$ cat config.mk
export PLATFORM = sky130hd
export DESIGN_NAME = lfgm_seq_ctrl
export DESIGN_NICKNAME = d
export VERILOG_FILES = /design/src/rtl/lfgm_pkg.sv /design/src/rtl/lfgm_trg_div.sv /design/src/rtl/lfgm_seq_ctrl.sv
export SDC_FILE = /design/constraint.sdc
export NUM_CORES = 1
export LEC_CHECK = 0
export ABC_AREA = 1
export CAP_MARGIN = 10
export CORE_UTILIZATION = 42
export CTS_BUF_LIST = sky130_fd_sc_hd__clkbuf_16
export DETAILED_ROUTE_END_ITERATION = 7
export GPL_TIMING_DRIVEN = 0
export HOLD_SLACK_MARGIN = 0.03
export PLACE_DENSITY = 0.68
export REMOVE_ABC_BUFFERS = 1
export SLEW_MARGIN = 10
export SYNTH_ARGS = -nofsm -noshare
export SYNTH_HDL_FRONTEND = slang
export SYNTH_HIERARCHICAL = 1
export SYNTH_SLANG_ARGS = --single-unit
$ cat constraint.sdc
create_clock -name clk -period 2.1 [get_ports clk]
set_input_delay 0.42 -clock clk [delete_from_list [all_inputs] [get_ports clk]]
set_output_delay 0.42 -clock clk [all_outputs]
set_load 0.05 [all_outputs]
$ cat src/rtl/lfgm_pkg.sv
// lfgm_pkg: shared phase encoding and row-pass timing for the life-game sequencer.
package lfgm_pkg;
    // The check phases are contiguous, so the phase bus carries S_CHK_BASE + chk_idx.
    typedef enum logic [4:0] {
        S_IDLE     = 5'd0,
        S_PRE_READ = 5'd1,
        S_READ     = 5'd2,
        S_SHIFT    = 5'd3,
        S_CHK_BASE = 5'd4,
        S_CHK_1    = 5'd5,
        S_CHK_2    = 5'd6,
        S_CHK_3    = 5'd7,
        S_CHK_4    = 5'd8,
        S_CHK_5    = 5'd9,
        S_CHK_6    = 5'd10,
        S_CHK_7    = 5'd11,
        S_JDG      = 5'd12,
        S_DLT      = 5'd13,
        S_WRITE    = 5'd14
    } state_t;
    localparam int CHK_CYC = 8;
    localparam int ROW_CYC = 13;
endpackage

$ cat src/rtl/lfgm_trg_div.sv
// lfgm_trg_div: synchronises start_trg, detects falling edges and divides them
// down to a one-cycle tick every max(trg_div,1) edges.
module lfgm_trg_div #(
    parameter int DIV_W = 7
) (
    input  logic             clk,
    input  logic             rst,
    input  logic             start_trg,
    input  logic [DIV_W-1:0] trg_div,
    output logic             tick
);
    logic             r_s0, r_s1, r_tick;
    logic [DIV_W-1:0] r_cnt;
    logic [DIV_W-1:0] w_top;
    logic             w_fall;
    assign w_top  = (trg_div == '0) ? '0 : trg_div - DIV_W'(1);
    assign w_fall = r_s1 & ~r_s0;
    assign tick   = r_tick;
    // A count already beyond a newly lowered top wraps on the next edge.
    always_ff @(posedge clk) begin
        if (rst) begin
            r_s0   <= 1'b0;
            r_s1   <= 1'b0;
            r_cnt  <= '0;
            r_tick <= 1'b0;
        end else begin
            r_s0   <= start_trg;
            r_s1   <= r_s0;
            r_tick <= w_fall & (r_cnt >= w_top);
            if (w_fall)
                r_cnt <= (r_cnt >= w_top) ? '0 : r_cnt + DIV_W'(1);
        end
    end
endmodule

$ cat src/rtl/lfgm_seq_ctrl.sv
// lfgm_seq_ctrl: generation sequencer driving the row pass (read, shift,
// 8-cycle neighbour check, judge, delta, write) over a walled cell RAM.
module lfgm_seq_ctrl import lfgm_pkg::*; #(
    parameter int ROWS  = 60,
    parameter int ADR_W = 6,
    parameter int GEN_W = 24,
    parameter int DIV_W = 7
) (
    input  logic             clk,
    input  logic             rst,
    input  logic             start_trg,
    input  logic [DIV_W-1:0] trg_div,
    input  logic             run_en,
    input  logic             step_req,
    input  logic             rgen_trg,
    output state_t           state,
    output logic [GEN_W-1:0] gnrt_cnt,
    output logic             rgen_en,
    output logic [ADR_W-1:0] adr,
    output logic             rd_en,
    output logic             wr_en,
    output logic             wcf,
    output logic             ram_face,
    output logic             busy,
    output logic             gen_done,
    output logic             overrun
);
    localparam logic [ADR_W-1:0] PARK = ADR_W'(ROWS + 1);
    localparam logic [ADR_W-1:0] LAST_CELL = ADR_W'(ROWS);
    state_t           r_state, w_state_nx;
    logic [ADR_W-1:0] r_rd_adr, r_wr_adr;
    logic [GEN_W-1:0] r_gnrt_cnt;
    logic             r_rgen_en, r_rgen_lat, r_face, r_overrun;
    logic             w_tick, w_start_go, w_last;

    lfgm_trg_div #(.DIV_W(DIV_W)) u_trg_div (
        .clk       (clk),
        .rst       (rst),
        .start_trg (start_trg),
        .trg_div   (trg_div),
        .tick      (w_tick)
    );

    // Apart from IDLE and WRITE, every phase simply advances to the next encoding.
    always_comb begin
        w_start_go = ((w_tick & run_en) | (step_req & ~run_en)) & (r_state == S_IDLE);
        w_last     = (r_state == S_WRITE) && (r_wr_adr == PARK);
        w_state_nx = (r_state == S_IDLE)  ? (w_start_go ? S_PRE_READ : S_IDLE) :
                     (r_state == S_WRITE) ? (w_last ? S_IDLE : S_READ) :
                     state_t'(r_state + 5'd1);
    end

    always_ff @(posedge clk) begin
        if (rst) begin
            r_state    <= S_IDLE;
            r_rd_adr   <= PARK;
            r_wr_adr   <= PARK;
            r_gnrt_cnt <= '0;
            r_rgen_en  <= 1'b0;
            r_rgen_lat <= 1'b0;
            r_face     <= 1'b0;
            r_overrun  <= 1'b0;
        end else begin
            r_state    <= w_state_nx;
            r_rgen_lat <= rgen_trg | (r_rgen_lat & ~w_start_go);
            r_overrun  <= r_overrun | (w_tick & (r_state != S_IDLE));
            if (w_start_go) begin
                r_rd_adr   <= '0;
                r_wr_adr   <= '0;
                r_face     <= ~r_face;
                r_gnrt_cnt <= r_gnrt_cnt + GEN_W'(1);
                r_rgen_en  <= r_rgen_lat;
            end else begin
                if (r_state == S_PRE_READ || (r_state == S_READ && r_rd_adr != PARK))
                    r_rd_adr <= r_rd_adr + ADR_W'(1);
                if (r_state == S_WRITE && !w_last)
                    r_wr_adr <= r_wr_adr + ADR_W'(1);
            end
        end
    end

    assign state    = r_state;
    assign gnrt_cnt = r_gnrt_cnt;
    assign rgen_en  = r_rgen_en;
    assign adr      = (r_state == S_WRITE) ? r_wr_adr : r_rd_adr;
    assign rd_en    = (r_state == S_PRE_READ) || (r_state == S_READ);
    assign wr_en    = (r_state == S_WRITE);
    assign wcf      = (r_wr_adr != '0) && (r_wr_adr <= LAST_CELL);
    assign ram_face = r_face;
    assign busy     = (r_state != S_IDLE);
    assign gen_done = w_last;
    assign overrun  = r_overrun;
endmodule
==> summary.md <==
| Metric | Value |
|---|---|
| Status | `finished clean` |
| Clk root buf | `clkbuf_16` |
| FF-to-FF setup slack | `320 ps` |
| Initial antenna violation count | `0` |
| Mapped Avg Cell Area | `6.79 sq um` |
| CP Max Fanout | `5` |
| Hold Fails Final Rpt | `0` |
| Die Wd | `90.5 microns` |
| Worst Clk Skew | `10.1 ps` |
| Power per cell area | `567 mW/mm^2` |
| Top delay family on crit path | `buffers and inverters` |
| Hold WC Path Type | `reg -> reg` |
| Yosys top cell by area | `dfxtp_1` |
| HPWL after detailed placement | `5.48 mm` |
| Fillers | `705` |
| Final Max Slew Viols | `0` |
| Tcrit/Tclk final | `96.2%` |
| # setup viols final | `0` |
| Clock Latency Late Sink | `290 ps` |
| F_max | `0.495 GHz` |
| Initial Util | `44.4%` |
| Critical path startpoint category | `flip-flop` |
| Layout cells sized above 1 | `15.4%` |
| Worst Hold End | `rgen_en` |
| CTS clk-pin slew, worst paths | `70 ps` |
| Commonest non-fill, non-tap cells in the layout | `109 x nand2_1, 78 x nor2_1, 60 x inv_1` |
| Max-Cap Viols | `0` |
| Reg2reg path depth | `8` |
| Worst setup margin | `79.9 ps` |
| Hold path cells | `2` |
| Grt ovf | `0` |
| Post-DR wirelength/cell | `11.5 microns` |
| CTS sink cnt | `55` |
| Leading cell type in the layout, fill and taps excluded | `nand2_1` |
| Cell area after synthesis | `0.00329 sq mm` |
| Tmin final | `2020 ps` |
| Global-route wire length before repair | `13.0 mm` |
| Post-layout nets | `577` |
| Die ar. | `0.00819 sq mm` |
| Max_slew headroom | `43.5%` |
| CTS tree | `done` |
| Yosys warns | `6` |
| Residual DRC | `0` |
| ANT nets after route | `0` |
| Area of the core region | `0.00741 sq mm` |
| CP max stage delay | `380 ps` |
| Reg-to-reg endpoint | `gnrt_cnt[22]` |
| Post-CTS Hold Fix Bufs | `0` |
| HP Start | `r_rgen_lat` |
| Worst slew pin tran | `848 ps` |
| Slowest CP cell | `dfxtp_2` |
| Post-Layout Inst Area | `0.00422 sq mm` |
| GPL Wtd Cong | `0.832` |
| I/O Pins | `56` |
| CTS buffer count | `5` |
| CP endpoint kind | `output port` |
| Area after DPL | `0.00393 sq mm` |
| Post-synth top area share | `33.5%` |
| Layout area overhead | `28.3%` |
| Async SR Flop Fraction | `0%` |
| Pre-antenna DRT Iters | `4` |
| Buf+Inv Stages, Crit Path | `3` |
| Place WS | `-674 ps` |
| Worst Path Arrival | `1600 ps` |
| Sequential share of the synthesized area | `33.5%` |
| Port bufs | `55` |
| Die height | `90.5 microns` |
| Synth area leaders | `dfxtp_1 33%, nand2_1 13%, nor2_1 9.2%, inv_1 7.5%, ha_1 7.2%` |
| Leakage | `1.88 nW` |
| Vias | `3131` |
| Drt via density | `4.85` |
| Worst EP required | `1680 ps` |
| Crit-path cells | `ha_1, inv_1, nor2_4, nand2_4, buf_4, o21ai_2, buf_6` |
| RSZ-0062 raised after global routing | `no` |
| Critical path class | `reg -> out` |
| Total Power | `2.39 mW` |
| GRT Total Usage | `19.1%` |
| Unique masters post-synth | `35` |
| Final wirelength | `7.43 mm` |
| Largest net degree at the start of global routing | `19` |
| Top_reg_cell synth | `dfxtp_1` |
| Syn Inst Count | `484` |
| Critical R2R Launch | `state[1]` |
| H-tree depth | `2` |
| Number of synthesized flops with an enable pin | `0` |
| Clock Path Buffers | `2` |
| Worst vdd rail ir drop | `0.354 mV` |
| Vias in the first global route | `2814` |
| Rows | `31` |
| Initial DRC count | `136` |
| Hold WS | `455 ps` |
| Ant diodes | `0` |
| Yosys reg bits | `55` |
-- flip-flops by register name, indices dropped and copies added (netlist names) --
signal,flops
u_trg_div/tick,1
r_rd_adr,6
u_trg_div/r_cnt,7
u_trg_div/r_s1,1
ram_face,1
r_rgen_lat,1
state,5
gnrt_cnt,24
rgen_en,1
overrun,1
u_trg_div/r_s0,1
r_wr_adr,6
-- power by group --
part | internal, mW | switching, mW
Clock | 0.440 | 0.370
Combinational | 0.161 | 0.300
Sequential | 1.08 | 0.0415
-- final cells by class --
cell class	count	area, sq um	area share (%)
multi-input cells	353	2010	47.7
flip-flops and latches	55	1110	26.2
repair buffers	59	553	13.1
inverters	70	270	6.41
clock buffers	5	125	2.97
well taps	99	124	2.94
clock inverters	3	20.0	0.474
repair inverters	1	7.51	0.178
-- tightest hold or removal path, delay by kind of cell (launching register included) --
| kind | cells | cell delay [ps] |
|---|---|---|
| DFF | 1 | 300 |
| buffers and inverters | 1 | 60 |
| AOI/OAI and AO/OA | 1 | 50 |
-- kinds of logic after synthesis --
group / count (synthesis) / share of synthesized area (%)
and+or+nand+nor: 272 / 38.1
xor gates and xnor gates: 17 / 4.53
AOI/OAI and AO/OA: 44 / 7.46
DFF: 55 / 33.5
adders and majority gates: 19 / 7.23
buffers and inverters: 77 / 9.17
-- Yosys cell counts (all sizes together), types with 2 or more instances --
cell / instances
clkbuf: 5
nand3: 38
a21oi: 14
dfxtp: 55
or2: 4
nor3: 4
o21ai: 21
o211ai: 3
xnor2: 3
buf: 2
a211oi: 2
nor2: 94
inv: 69
nand4: 10
xor2: 14
nand2: 121
ha: 19
-- per-layer routing --
metal,global-route usage (%),vias up,share of wire (%)
met3,2.78,5,4.9
met2,32.6,75,46
met1,25.2,1405,48
met5,0,-,0
li1,-,1646,-
met4,4.44,0,0.87
-- how the worst max path moves through the flow --
stage                          start  depth (start not counted)  slack [ps]                 end
after floorplan             state[0]                          7       -1080              adr[3]
after global placement    trg_div[0]                         16        -610  u_trg_div/r_cnt[6]
after detailed placement  trg_div[0]                         16        -670  u_trg_div/r_cnt[3]
after CTS                   state[1]                          8           3              adr[1]
after global routing        state[1]                          8           3              adr[1]
final                       state[1]                          7          80              adr[4]
-- stage by stage --
stage               setup TNS, ps  utilization, %  std cells
floorplan                   -5350               -        477
global placement           -19550            53.0        631
detailed placement         -20390            53.0        631
CTS                             0            56.5        645
global route                    0            56.9        645
finish                          0            56.9        645
-- timing repair --
item	CTS	global route
pin swaps	12	2
setup buffers	4	0
gates cloned	2	0
resized for setup	93	21
endpoints found under the setup margin	42	20
Note: power is estimated with default switching activity, not from simulation.
